===== src/rtl/axil_read_master.sv =====
// -----------------------------------------------------------------------------
// axil_read_master
//
// Single-outstanding AXI4-Lite read master. Each byte address accepted on the
// command stream becomes one AR/R transaction; the captured read data and
// response code are returned on the response stream. A per-phase timeout
// turns a dead or unmapped slave into a DECERR response so that the host
// never hangs.
//
// Parameters
//   ADDR_WIDTH  width of cmd_tdata and m_araddr
//   DATA_WIDTH  width of m_rdata and rsp_tdata
//   TIMEOUT     cycles allowed in the AR phase and in the R phase before
//               aborting; 0 disables the timeout
//
// Ports
//   aclk, aresetn            rising-edge clock, synchronous active-low reset
//   cmd_tvalid/tready/tdata  read command stream (byte address)
//   m_ar*                    AXI4-Lite read address channel
//   m_r*                     AXI4-Lite read data channel
//   rsp_tvalid/tready        response stream handshake
//   rsp_tdata                captured read data (0 on timeout)
//   rsp_tuser                captured rresp (2'b11 DECERR on timeout)
//
// Every output is a register, so there is no combinational path from any
// input to any output.
// -----------------------------------------------------------------------------
module axil_read_master #(
  parameter int ADDR_WIDTH = 12,
  parameter int DATA_WIDTH = 32,
  parameter int TIMEOUT    = 1024
) (
  input  logic                  aclk,
  input  logic                  aresetn,
  // command stream
  input  logic                  cmd_tvalid,
  output logic                  cmd_tready,
  input  logic [ADDR_WIDTH-1:0] cmd_tdata,
  // AXI4-Lite read address channel
  output logic                  m_arvalid,
  input  logic                  m_arready,
  output logic [ADDR_WIDTH-1:0] m_araddr,
  // AXI4-Lite read data channel
  input  logic                  m_rvalid,
  output logic                  m_rready,
  input  logic [DATA_WIDTH-1:0] m_rdata,
  input  logic [1:0]            m_rresp,
  // response stream
  output logic                  rsp_tvalid,
  input  logic                  rsp_tready,
  output logic [DATA_WIDTH-1:0] rsp_tdata,
  output logic [1:0]            rsp_tuser
);

  localparam logic [1:0] S_IDLE = 2'd0;
  localparam logic [1:0] S_ADDR = 2'd1;
  localparam logic [1:0] S_DATA = 2'd2;
  localparam logic [1:0] S_RESP = 2'd3;

  localparam logic [1:0] RESP_DECERR = 2'b11;

  // One extra bit over clog2 so the counter can saturate without wrapping
  // even when TIMEOUT is a power of two.
  localparam int CW = $clog2(TIMEOUT) + 1;
  localparam logic [CW-1:0] TMR_LAST = CW'((TIMEOUT > 0) ? TIMEOUT - 1 : 0);
  localparam logic [CW-1:0] TMR_MAX  = {CW{1'b1}};

  logic [1:0]    state;
  logic [CW-1:0] tmr;
  logic [CW-1:0] tmr_inc;
  logic          expire;

  // Saturating increment: the counter never wraps back into a live range.
  assign tmr_inc = (tmr == TMR_MAX) ? tmr : tmr + CW'(1);

  // Expiry is only meaningful with the timeout enabled; with TIMEOUT=0 the
  // FSM waits for the slave indefinitely.
  assign expire = (TIMEOUT > 0) && (tmr == TMR_LAST);

  // NOTE: reset is sampled on the clock edge (synchronous), and all state is
  // updated with non-blocking assignments so every register sees the
  // pre-edge values of its neighbours regardless of statement order.
  always_ff @(posedge aclk) begin
    if (!aresetn) begin
      state      <= S_IDLE;
      cmd_tready <= 1'b0;
      m_arvalid  <= 1'b0;
      m_araddr   <= '0;
      m_rready   <= 1'b0;
      rsp_tvalid <= 1'b0;
      rsp_tdata  <= '0;
      rsp_tuser  <= '0;
      tmr        <= '0;
    end else begin
      case (state)
        S_IDLE: begin
          // Ready for commands; rready stays high so a stale beat from a
          // timed-out read is swallowed here and never reaches rsp.
          cmd_tready <= 1'b1;
          m_rready   <= 1'b1;
          if (cmd_tvalid && cmd_tready) begin
            m_araddr   <= cmd_tdata;
            m_arvalid  <= 1'b1;
            cmd_tready <= 1'b0;
            m_rready   <= 1'b0;
            tmr        <= '0;
            state      <= S_ADDR;
          end
        end

        S_ADDR: begin
          // m_arvalid is high throughout ADDR, so arready alone completes
          // the handshake. A handshake on the expiry cycle takes priority.
          if (m_arready) begin
            m_arvalid <= 1'b0;
            m_rready  <= 1'b1;
            tmr       <= '0;
            state     <= S_DATA;
          end else if (expire) begin
            m_arvalid  <= 1'b0;
            rsp_tvalid <= 1'b1;
            rsp_tdata  <= '0;
            rsp_tuser  <= RESP_DECERR;
            state      <= S_RESP;
          end else begin
            tmr <= tmr_inc;
          end
        end

        S_DATA: begin
          if (m_rvalid) begin
            m_rready   <= 1'b0;
            rsp_tvalid <= 1'b1;
            rsp_tdata  <= m_rdata;
            rsp_tuser  <= m_rresp;
            state      <= S_RESP;
          end else if (expire) begin
            m_rready   <= 1'b0;
            rsp_tvalid <= 1'b1;
            rsp_tdata  <= '0;
            rsp_tuser  <= RESP_DECERR;
            state      <= S_RESP;
          end else begin
            tmr <= tmr_inc;
          end
        end

        S_RESP: begin
          // No timeout here: the consumer may stall for as long as it likes.
          if (rsp_tready) begin
            rsp_tvalid <= 1'b0;
            cmd_tready <= 1'b1;
            m_rready   <= 1'b1;
            state      <= S_IDLE;
          end
        end

        default: begin
          state <= S_IDLE;
        end
      endcase
    end
  end

endmodule


===== config.mk =====
export PLATFORM = sky130hd
export DESIGN_NAME = axil_read_master
export DESIGN_NICKNAME = d
export VERILOG_FILES = /design/src/rtl/axil_read_master.sv
export SDC_FILE = /design/constraint.sdc
export NUM_CORES = 1
export LEC_CHECK = 0
export ABC_AREA = 1
export CAP_MARGIN = 20
export CORE_MARGIN = 2
export CORE_UTILIZATION = 47
export CTS_CLUSTER_DIAMETER = 30
export DETAILED_ROUTE_END_ITERATION = 10
export PLACE_DENSITY = 0.83
export SLEW_MARGIN = 10
export SYNTH_ARGS = -nofsm -noshare
export SYNTH_HDL_FRONTEND = slang
export SYNTH_SLANG_ARGS = --single-unit

===== constraint.sdc =====
create_clock -name aclk -period 3.35 [get_ports aclk]
set_input_delay 0.335 -clock aclk [delete_from_list [all_inputs] [get_ports aclk]]
set_output_delay 0.335 -clock aclk [all_outputs]
set_load 0.01 [all_outputs]

# --- After elaboration in Yosys (flattened, before gate mapping) ---
# Cells that the tools add are included.
word_totals:
  ff_bits: 63
op_classes:
  add_sub_neg: 1
  n_eq_ne: 12
  mux: 35
  n_reduce_logical: 15
ops:
  columns: ["op", "n"]
  rows:
  - ["32-bit 2-to-1 mux", 3]
  - ["32-bit case mux with 2 select lines", 1]
  - ["11-bit 2-to-1 mux", 5]
  - ["11-bit case mux with 3 select lines", 1]
  - ["2-bit 2-to-1 mux", 8]
  - ["3-bit AND reduction", 4]
  - ["11-bit by 1-bit adder with 11-bit output (second input constant)", 1]
  - ["11-bit by 10-bit equality test with 1-bit output (second input constant)", 1]
  - ["11-bit equality test (second input constant)", 1]
  - ["1-bit 2-to-1 mux", 11]
  - ["2-bit inequality test (second input constant)", 5]
  - ["2-bit case mux with 4 select lines", 1]
  - ["2-bit AND reduction", 4]
  - ["3-bit inequality test (second input constant)", 2]
  - ["2-bit nonzero test", 3]
  - ["3-bit nonzero test", 2]
  - ["2-bit equality test (second input constant)", 2]
  - ["1-bit case mux with 2 select lines", 2]
  - ["1-bit case mux with 4 select lines", 1]
  - ["2-bit case mux with 2 select lines", 1]
  - ["1-bit case mux with 3 select lines", 1]
  - ["2-bit by 1-bit equality test with 1-bit output (second input constant)", 1]
  - ["2-bit logical NOT", 1]
  - ["1-bit logical AND", 1]

# --- Longest topological paths before layout ---
# Gate-level depths: netlist of the first run.
logic_depth:
  ltp_word: 5
  mapped_depth: 12
  ltp_nobuf: 12

# --- Worst setup path before layout of the first run ---
# No wires, ideal clock.
synth_path:
  path_kind: "flip-flop to flip-flop"
  from: "register state[1]"
  to: "register tmr[3]"
  t_arrival_ns: 1.419
  path_slack_ns: 1.819
  stages_incl_launch_ff: 11
  path_buffers: 0
  synth_period_minus_slack_ns: 1.531
  cell_sequence: "dfxtp_1 > inv_1 > ha_1 > nand2_2 > nand3_1 > inv_1 > nand2_2 > inv_2 > nand2_1 > nor2_1 > nor2_1"
synth_via:
  elab_chain_cells: 3
  word_cells_on_any_way: 8
synth_lines:
  columns: ["element", "line_no", "rtl"]
  rows:
  - ["from (decl)", "68", "logic [1:0] state;"]
  - ["from (signal assigned)", "85", "state <= S_IDLE;"]
  - ["from (signal assigned)", "107", "state <= S_ADDR;"]
  - ["from (signal assigned)", "118", "state <= S_DATA;"]
  - ["2-bit equality test (tied with other cells)", "95", "case (state)"]
  - ["2-bit inequality test (no line) or 3-bit nonzero test (tied branches)", null, null]
  - ["3-bit AND reduction (no line)", null, null]
  - ["to (signal assigned)", "126", "tmr <= tmr_inc;"]
  - ["to (signal assigned)", "144", "tmr <= tmr_inc;"]
  - ["to (decl)", "69", "logic [CW-1:0] tmr;"]
# Several ways; a longest one is shown, not always the timed one.
# A chain may end at the register's enable or synchronous reset.

# --- Worst setup path in the final report of the first run ---
layout_path:
  from: "register state[1]"
  to: "register m_rready"
layout_via:
  elab_chain_cells: 3
  word_cells_on_any_way: 9
layout_lines:
  columns: ["element", "line_no", "rtl"]
  rows:
  - ["2-bit equality test or 2-bit by 1-bit equality test with 1-bit output (tied branches)", "95", null]
  - ["3-bit inequality test (no line) or 2-bit inequality test (tied branches)", null, null]
  - ["3-bit AND reduction (no line)", null, null]
  - ["to (signal assigned)", "89", "m_rready <= 1'b0;"]
  - ["to (signal assigned)", "100", "m_rready <= 1'b1;"]
  - ["to (signal assigned)", "105", "m_rready <= 1'b0;"]
  - ["to (decl)", "45", "output logic m_rready,"]
# Several ways; a longest one is shown, not always the timed one.

==> results of run 1 <==
[cells by family (layout without fill, tap and decap cells)]
logic type,Yosys count,after routing
xor gates and xnor gates,1,1
DFF,63,63
and+or+nand+nor,155,155
buffers and inverters,54,159
adders and majority gates,6,6
AOI/OAI and AO/OA,81,81
[per-layer routing]
| metal | track usage [%] | vias up | share of wire (%) |
|---|---|---|---|
| li1 | - | 1349 | - |
| met1 | 26.2 | 1184 | 42 |
| met2 | 37.4 | 100 | 49 |
| met3 | 6.25 | 16 | 6.4 |
| met4 | 11.4 | 0 | 2.6 |
| met5 | 0 | - | 0 |
[cell usage in the layout, fill, tap and decap left out, types with 2 or more instances in the layout]
master and instances:
nand3_1 10, buf_4 2, nor2_2 3, dfxtp_1 63, o21ai_0 20, clkbuf_8 9
nand2_1 106, nand4_1 3, nor2_1 20, inv_1 38, clkdlybuf4s50_1 101, inv_2 2
clkinv_2 3, nand3b_1 2, ha_1 6, a31oi_1 3, a21oi_1 55, nand2_2 6
[layout make-up]
class | instances | area share, %
clock inverter | 6 | 1.58
inverter | 40 | 3.87
clock buffer | 10 | 3.29
multi-input combinational | 243 | 30.0
sequential | 63 | 32.5
tap | 72 | 2.32
timing repair buffer | 103 | 26.4
[worst max-delay path: stages (launching register included)]
cell and delay [ns]:
dfxtp_1 0.43, inv_1 0.10, ha_1 0.25, nand3_1 0.58, o21ai_0 0.19, nand4_1 0.13, nand2_1 0.05, nor2_1 0.11
[path summary, 6_finish.rpt]
kind	startpoint	cells after the start	slack (ns)	end
max	state[1]	7	1.44	m_rready
min	tmr[10]	2	0.43	tmr[10]
max reg2reg	state[1]	7	1.44	m_rready
min reg2reg	tmr[10]	2	0.43	tmr[10]
[power groups by stage]
stage	clock (uW)	sequential [uW]	combinational, uW
2_1_floorplan	0	893	278
3_3_place_gp	0	873	505
3_5_place_dp	0	877	522
4_1_cts	636	860	525
5_1_grt	681	869	581
6_report	625	859	522
[stage by stage]
stage,setup WS (ns),total power [uW],cell area (um2),util (%)
floorplan,1.82,1170,2650,-
global placement,1.41,1380,3690,67.5
detailed placement,1.39,1400,3690,67.5
CTS,1.43,2020,3880,70.9
global route,1.17,2130,3880,70.9
finish,1.44,2010,3880,70.9
[sequential cells by signal (all words and copies together) (netlist names)]
| signal | count |
|---|---|
| rsp_tuser | 2 |
| m_rready | 1 |
| m_araddr | 12 |
| state | 2 |
| cmd_tready | 1 |
| tmr | 11 |
| rsp_tvalid | 1 |
| rsp_tdata | 32 |
| m_arvalid | 1 |
==> out/metrics.yaml, run 1 <==
detailed_routing:
  drt_iter0_drc: 152
  route.detailed.drc: 0
  vias_per_cell: 4.93
  first_pass_iters: 4
  post_drt_wl_per_cell_um: 12.4
  routed_wl_um: 6640
  via_count: 2649
  ant_nets: 0
die:
  start_util_pct: 48.4
  coreArea_mm2: 0.00547
  dieArea_mm2: 0.00625
  io_pins: 102
  die_y_um: 79.1
  rows: 27
  fp.dieW_um: 79.1
timing:
  max_freq_mhz: 523
  fin_crit_ns: 1.91
  rsz0062_at_grt: "false"
  setup_viol: 0
  period_share_pct: 57.1
  hold_ws_ns: 0.432
  fin_skew_ns: 0.00990
  slew_violations: 0
  worst-slew-pin-transition_ns: 0.738
  slew_headroom_pct: 50.7
  finalHoldViolCount: 0
  tns_ns: 0
synth:
  synth_fp_nets: 418
  synth_fa_ha_area_share_pct: 2.83
  async_reset_ff_share_pct: 0
  synth_ff_type: "dfxtp_1"
  synth_top_cell_area_share_pct: 47.6
  syn-cell-area_mm2: 0.00265
  syn_inst: 360
  synth-simple-area-share_pct: 24.9
  synth-edff-count: 0
  yosysTopAreaCell: "dfxtp_1"
  synth.area.top_cells: "dfxtp_1 48%, nand2_1 15%, a21oi_1 10%, inv_1 5.4%, o21ai_0 3.8%"
  synth_xor_area_share_pct: 0.331
  synth_compound_area_share_pct: 15.8
  ys_seq_area_share_pct: 47.6
  synth_cell_types: 27
  yosysWarningCount: 0
  ys_ff_latch: 63
  synthTopCellsByCount: "106 x nand2_1, 63 x dfxtp_1, 55 x a21oi_1"
  synth_most_common_cell: "nand2_1"
  synthMuxAreaShare_pct: 0
  syn_avg_cell_area_um2: 7.36
  synth_top_family_by_area: "simple AND/OR/NAND/NOR gates"
critical_path:
  cp.required_ns: 3.62
  cp_max_fo: 26
  startpoint_type: "register"
  critical_path_class: "register to register"
  critPathCaptureType: "register"
  worstPathArrival_ns: 2.18
pwr:
  p_sw_share_pct: 30.5
  ir_drop_mv: 0.354
  leakagePower_uw: 0.00142
  comb_power_share_pct: 26.0
  power.density_mw_per_mm2: 517
  p_clk_share_pct: 31.1
  p_int_uw: 1400
  p_seq_share_pct: 42.8
  switchingPower_uw: 611
layout:
  fin_nets: 518
  drive_above_1_share_pct: 7.10
  syn2layout_area_growth_pct: 46.5
  ff_latch_area_mm2: 0.00126
  fillers: 461
  antenna_cells: 0
  multi_input_area_mm2: 0.00116
  fin_cells: 537
clock_tree:
  htree_levels: 3
  ctsResizeCount: 0
  clk_path_buf_depth: 2
  clkTransAtPathRegs_ns: 0.07
  cts_buffers: 9
  cts_setup_buffers: 0
  clockRootBuffer: "clkbuf_8"
  cts-hold-fix-buffers: 0
  cts_tree: "built"
  insertion_delay_ns: 0.34
  cts_sinks: 63
global_routing:
  antenna_found_initial: 0
  grt_pass1_vias: 2504
  grt-ovfl-total: 0
  grt_pass1_wl_um: 11100
  grtUsageTotal_pct: 22.4
  grt_max_degree: 35
outcome:
  status: "completed"
flow_run:
  max_cap_violations: 0
placement:
  dpl.hpwl_um: 4910
  placed_cells_incl_taps: 521
  numPortBuffers: 101
  place.gp.congestion: 0.915
min_path:
  hold_class: "register to register"
No activity file was read; power rests on OpenSTA's default activity.
==> run 2, diff against run 1 <==
--- a/config.mk
+++ b/config.mk
@@ -8,10 +8,10 @@
 export ABC_AREA = 1
 export CAP_MARGIN = 20
 export CORE_MARGIN = 2
-export CORE_UTILIZATION = 47
+export CORE_UTILIZATION = 39
 export CTS_CLUSTER_DIAMETER = 30
 export DETAILED_ROUTE_END_ITERATION = 10
-export PLACE_DENSITY = 0.83
+export PLACE_DENSITY = 0.73
 export SLEW_MARGIN = 10
 export SYNTH_ARGS = -nofsm -noshare
 export SYNTH_HDL_FRONTEND = slang
==> constraint.sdc (replaced) <==
create_clock -name aclk -period 1.6 [get_ports aclk]
set_input_delay 0.16 -clock aclk [delete_from_list [all_inputs] [get_ports aclk]]
set_output_delay 0.16 -clock aclk [all_outputs]
set_load 0.01 [all_outputs]
==> run 2 against run 1 <==
  * Sequential cell count did not move
  * Utilization fell by 7.9 points
  * Non-clock buffer count rose by 19
  * Cell area grew 8.5%
  * Sequential share of layout area is 2.4 points lower
  * Highest routed layer unchanged
  * First-iteration DRC count fell by 34%
  * Fmax rose by 27%
  * Critical path depth grew 4
  * Wire length up 5.4%
  * Global-route usage down 3.9 points
==> out/metrics.yaml, run 2 (same netlist as run 1, synthesis figures left out) <==
global_routing:
  grt_max_degree: 35  # unchanged
  grt-ovfl-total: 0  # unchanged
  grt_pass1_vias: 2358  # -5.8%
  grt_pass1_wl_um: 10900  # -1.8%
  antenna_found_initial: 0  # unchanged
  grtUsageTotal_pct: 18.5  # -3.9 points
timing:
  worst-slew-pin-transition_ns: 0.381  # -0.357 ns
  setup_viol: 0  # unchanged
  tns_ns: 0  # unchanged
  rsz0062_at_grt: "true"
  slew_headroom_pct: 74.5  # +24 points
  slew_violations: 0  # unchanged
  fin_skew_ns: 0.0110  # +0.00106 ns
  period_share_pct: 94.4  # +37 points
  max_freq_mhz: 662  # +27%
  hold_ws_ns: 0.374  # -0.0584 ns
  fin_crit_ns: 1.51  # -0.402 ns
  finalHoldViolCount: 0  # unchanged
die:
  fp.dieW_um: 86.4  # +9.3%
  dieArea_mm2: 0.00747  # +19%
  die_y_um: 86.4  # +9.3%
  coreArea_mm2: 0.00668  # +22%
  rows: 30  # +11%
  io_pins: 102  # unchanged
  start_util_pct: 39.6  # -8.8 points
clock_tree:
  cts_tree: "built"
  clk_path_buf_depth: 2  # unchanged
  clkTransAtPathRegs_ns: 0.07  # about the same
  cts_sinks: 63  # unchanged
  htree_levels: 3  # unchanged
  cts_buffers: 9  # unchanged
  clockRootBuffer: "clkbuf_8"
  insertion_delay_ns: 0.34  # about the same
  cts-hold-fix-buffers: 0  # unchanged
detailed_routing:
  drt_iter0_drc: 100  # -34%
  route.detailed.drc: 0  # unchanged
  routed_wl_um: 7000  # +5.4%
  first_pass_iters: 4  # unchanged
  via_count: 2669  # +0.76%
  post_drt_wl_per_cell_um: 12.4  # +0.38%
  vias_per_cell: 4.73  # -4.1%
  ant_nets: 0  # unchanged
pwr:
  p_int_uw: 3520  # +150%
  p_seq_share_pct: 37.3  # -5.5 points
  switchingPower_uw: 1370  # +120%
  comb_power_share_pct: 27.1  # +1.1 points
  p_clk_share_pct: 35.6  # +4.5 points
  p_total_uw: 4880  # +140%
  power.density_mw_per_mm2: 1160  # +120%
  p_sw_share_pct: 28.0  # -2.5 points
  ir_drop_mv: 0.551  # +56%
  leakagePower_uw: 0.00158  # +11%
flow_run:
  max_cap_violations: 0  # unchanged
critical_path:
  cp.required_ns: 1.86  # -1.76 ns
  cpPeakStageDelay_ns: 0.38  # -0.20 ns
  cp_max_fo: 6  # -77%
  path_delay_family: "simple AND/OR/NAND/NOR gates"
  critPathCaptureType: "register"
  critical_path_class: "register to register"
  r2r_slack_ns: 0.09  # -1.35 ns
  worstPathCellList: "inv_1 -> ha_2 -> nand2_4 -> nand3_2 -> inv_2 -> nand2_2 -> inv_2 -> nand2_1 -> nand2_1 -> nand2_1 -> nor2_1"
  path_buf_inv: 3  # +2
  timing.critical_path.mode_cell: "nand2_1"
  crit_slowest_cell: "dfxtp_4"
  startpoint_type: "register"
  worstPathArrival_ns: 1.77  # -0.41 ns
placement:
  placed_cells_incl_taps: 542  # +4.0%
  place.gp.congestion: 0.824  # -10%
  numPortBuffers: 101  # unchanged
  dpl.hpwl_um: 4870  # -0.74%
layout:
  regMostFlops: "rsp_tdata"
  layout_commonest_cell: "nand2_1"
  antenna_cells: 0  # unchanged
  syn2layout_area_growth_pct: 59.0
  drive_above_1_share_pct: 14.7  # +7.6 points
  largest_register_ffs: 32  # unchanged
  reg.largest.list: "rsp_tdata (32), m_araddr (12), tmr (11)"
  fin_nets: 537  # +3.7%
  fin_cells: 564  # +5.0%
  layout_common_cells: "103 x nand2_1, 101 x clkdlybuf4s50_1, 59 x dfxtp_1"
outcome:
  status: "completed"
min_path:
  hold_class: "input pin to register"
-- run 2: changes by cell type in the layout (fill, tap and decap cells not counted), moves of 4 or more --
cell,before,now
buf_12,0,4
dfxtp_1,63,59
inv_1,38,34
buf_4,2,17
ha_1,6,2
inv_2,2,6
-- run 2: worst reg2reg max path: stages (launching register included) --
cell and delay, ns:
dfxtp_4 0.38, inv_1 0.09, ha_2 0.22, nand2_4 0.10, nand3_2 0.11, inv_2 0.10, nand2_2 0.08, inv_2 0.10
nand2_1 0.07, nand2_1 0.06, nand2_1 0.05, nor2_1 0.09
-- run 2: final timing paths --
check,start,endpoint,depth (start not counted)
setup / recovery,state[0],tmr[3],11
hold / removal,m_rdata[20],rsp_tdata[20],3
setup reg to reg,state[0],tmr[3],11
hold reg to reg,tmr[10],tmr[10],2
-- run 2: what timing repair did --
action,CTS,global route
buffers inserted,3,3
setup endpoints to repair,37,47
cloned,0,0
pin swaps,3,5
resized for setup,8,15
hold endpoints to repair,0,0
-- run 2: per-stage QoR --
stage | setup WS (ns) | cell area (um2) | util (%)
2_1_floorplan | 0.0685 | 2650 | -
3_5_place_dp | -0.0176 | 3850 | 57.6
6_report | 0.0901 | 4210 | 63.0
3_3_place_gp | 0.0273 | 3850 | 57.6
5_1_grt | -0.0562 | 4210 | 63.0
4_1_cts | 0.00915 | 4150 | 62.0
-- run 2: final cells by class --
class                      instances  area (um2)
clock buffer                      11         151
multi-input combinational        243        1220
inverter                          40         150
clock inverter                     5         104
sequential                        63        1270
tap                               80         100
timing repair buffer             122        1220
fill                             591        2470
-- run 2: power by group through the flow --
stage               clock network [uW]  registers (uW)  logic (uW)
finish                            1740            1820        1320
global route                      1850            1840        1450
floorplan                            0            1870         582
detailed placement                   0            1830        1210
CTS                               1770            1800        1230
global placement                     0            1820        1190
-- run 2: routing by layer --
metal  track usage (%)  vias to the layer above  part of all wire [%]
li1                  -                     1384                     -
met1              21.8                     1181                    42
met2              30.1                       89                    48
met3              5.90                       15                   7.2
met4              9.38                        0                   2.4
met5                 0                        -                     0
==> run 3, diff against run 2 <==
--- a/config.mk
+++ b/config.mk
@@ -8,10 +8,11 @@
 export ABC_AREA = 1
 export CAP_MARGIN = 20
 export CORE_MARGIN = 2
-export CORE_UTILIZATION = 39
+export CORE_UTILIZATION = 55
 export CTS_CLUSTER_DIAMETER = 30
 export DETAILED_ROUTE_END_ITERATION = 10
-export PLACE_DENSITY = 0.73
+export DONT_BUFFER_PORTS = 1
+export PLACE_DENSITY = 0.71
 export SLEW_MARGIN = 10
 export SYNTH_ARGS = -nofsm -noshare
 export SYNTH_HDL_FRONTEND = slang
==> run 3 against run 2 <==
  * Utilization rose by 10 points
  * Sequential cell count stayed put
  * Total power decreased by 12%
  * Sequential power is 3% higher
  * Clock skew shrank 0.0054 ns
  * Combinational power decreased by 21%
  * Cell area fell by 18%
  * Clock power decreased by 20%
  * Worst hold slack lost 0.36 ns
  * Worst setup slack got worse by 0.072 ns
  * Die area fell by 28%
  * Critical path depth rose by 1
  * Largest cell class unchanged
==> out/metrics.yaml, run 3 (same netlist as run 1, synthesis figures left out) <==
detailed_routing:
  via_count: 2511  # -5.9%
  route.detailed.drc: 0  # unchanged
  ant_nets: 0  # unchanged
  first_pass_iters: 5  # +1
  post_drt_wl_per_cell_um: 14.7  # +18%
  drt_iter0_drc: 151  # +51%
  vias_per_cell: 5.38  # +14%
  routed_wl_um: 6860  # -2.0%
die:
  start_util_pct: 56.5  # +17 points
  die_y_um: 73.4  # -15%
  io_pins: 102  # unchanged
  coreArea_mm2: 0.00469  # -30%
  rows: 25  # -17%
  dieArea_mm2: 0.00539  # -28%
  fp.dieW_um: 73.4  # -15%
timing:
  worst-slew-pin-transition_ns: 0.634  # +0.253 ns
  layout_setup_ws_ns: 0.0182  # -0.0719 ns
  finalHoldViolCount: 0  # unchanged
  slew_headroom_pct: 57.6  # -17 points
  hold_ws_ns: 0.0145  # -0.359 ns
  slew_violations: 0  # unchanged
  setup_viol: 0  # unchanged
  rsz0062_at_grt: "true"
  max_freq_mhz: 632  # -4.5%
  fin_crit_ns: 1.58  # +0.0719 ns
  period_share_pct: 98.9  # +4.5 points
  fin_skew_ns: 0.00555  # -0.00541 ns
layout:
  reg.largest.list: "rsp_tdata (32), m_araddr (12), tmr (11)"
  fillers: 327  # -45%
  syn2layout_area_growth_pct: 29.9
  regMostFlops: "rsp_tdata"
  fin_nets: 466  # -13%
  layout_common_cells: "103 x nand2_1, 59 x dfxtp_1, 55 x a21oi_1"
  drive_above_1_share_pct: 15.5  # +0.86 points
  layout_commonest_cell: "nand2_1"
  largest_register_ffs: 32  # unchanged
pwr:
  leakagePower_uw: 0.00130  # -18%
  power.density_mw_per_mm2: 1250  # +7.9%
  ir_drop_mv: 0.786  # +43%
critical_path:
  path_delay_family: "simple AND/OR/NAND/NOR gates"
  cpPeakStageDelay_ns: 0.35  # -0.03 ns
  startpoint_type: "register"
  crit_slowest_cell: "dfxtp_2"
  critPathCaptureType: "register"
  cp.required_ns: 1.88  # +0.02 ns
  cp_max_fo: 6  # unchanged
  worstPathArrival_ns: 1.86  # +0.09 ns
  path_buf_inv: 4  # +1
  critical_path_class: "register to register"
  worstPathCellList: "inv_1 -> ha_2 -> inv_1 -> nor2_2 -> inv_2 -> nand2_4 -> nand2_1 -> nand2_2 -> nand2_2 -> inv_2 -> nand2_1 -> nor2_1"
placement:
  place.gp.congestion: 0.865  # +5.0%
  numPortBuffers: 0  # -100%
  dpl.hpwl_um: 3880  # -20%
  dp_slack_ns: -0.102  # -0.0846 ns
global_routing:
  grt_pass1_vias: 2221  # -5.8%
  grt_pass1_wl_um: 9780  # -10%
  antenna_found_initial: 0  # unchanged
  grt-ovfl-total: 0  # unchanged
  grtUsageTotal_pct: 23.8  # +5.4 points
  grt_max_degree: 39  # +11%
clock_tree:
  htree_levels: 3  # unchanged
  insertion_delay_ns: 0.34  # about the same
  cts_buffers: 9  # unchanged
  cts_sinks: 63  # unchanged
  clk_path_buf_depth: 2  # unchanged
  clkTransAtPathRegs_ns: 0.06  # about the same
  cts_tree: "built"
  clockRootBuffer: "clkbuf_8"
outcome:
  status: "completed"
flow_run:
  max_cap_violations: 0  # unchanged
min_path:
  hold_class: "input pin to register"
run 3: worst register-to-register path: cells and delay by family (launching register included):
family                     cells  cell delay (ns)
buffers and inverters          4             0.33
and+or+nand+nor                7             0.63
adders and majority gates      1             0.21
DFF                            1             0.35
run 3: layout make-up:
cell class                      count  area [um2]  area share (%)
Antenna cell                        1        2.50          0.0728
Clock buffer                       12         155            4.51
Clock inverter                      3        42.5            1.24
Inverter                           40         153            4.44
Multi-Input combinational cell    243        1230            35.8
Sequential cell                    63        1270            36.8
Tap cell                           54        67.6            1.96
Timing Repair Buffer               51         520            15.1
run 3: final timing paths:
kind	depth (start not counted)	to	start	slack, ns
worst max-delay path	12	tmr[4]	state[1]	0.02
worst min-delay path	2	m_araddr[6]	cmd_tdata[6]	0.01
worst max register to register	12	tmr[4]	state[1]	0.02
worst min register to register	2	tmr[10]	tmr[10]	0.45
run 3: per-stage QoR:
stage                     util, %  TNS, ns  cell area (um2)  std cells  power, uW
final                        73.3        0             3440        467       4310
after global routing         73.3   -0.704             3440        466       4520
after CTS                    71.1  -0.0152             3330        463       4200
after detailed placement     59.2   -0.292             2780        413       2740
after global placement       59.2  -0.0156             2780        413       2720
after floorplan                 -        0             2650        360       2450
run 3: metal layers:
layer	routed length, um	global-route usage [%]
met5	0	0
met4	110	10.7
met3	566	7.27
met2	3330	38.6
met1	2850	29.1
run 3: where the power goes:
group / switching (uW) / total (uW) / internal [uW]
combinational: 588 / 1040 / 454
sequential: 146 / 1870 / 1720
clock: 605 / 1400 / 794
run 3: what timing repair did:
item	CTS	global route
gates cloned	0	1
endpoints found under the hold margin	51	0
pin swaps	2	2
setup buffers	2	2
setup endpoints to repair	37	58
resized for setup	4	20
hold buffers	33	0
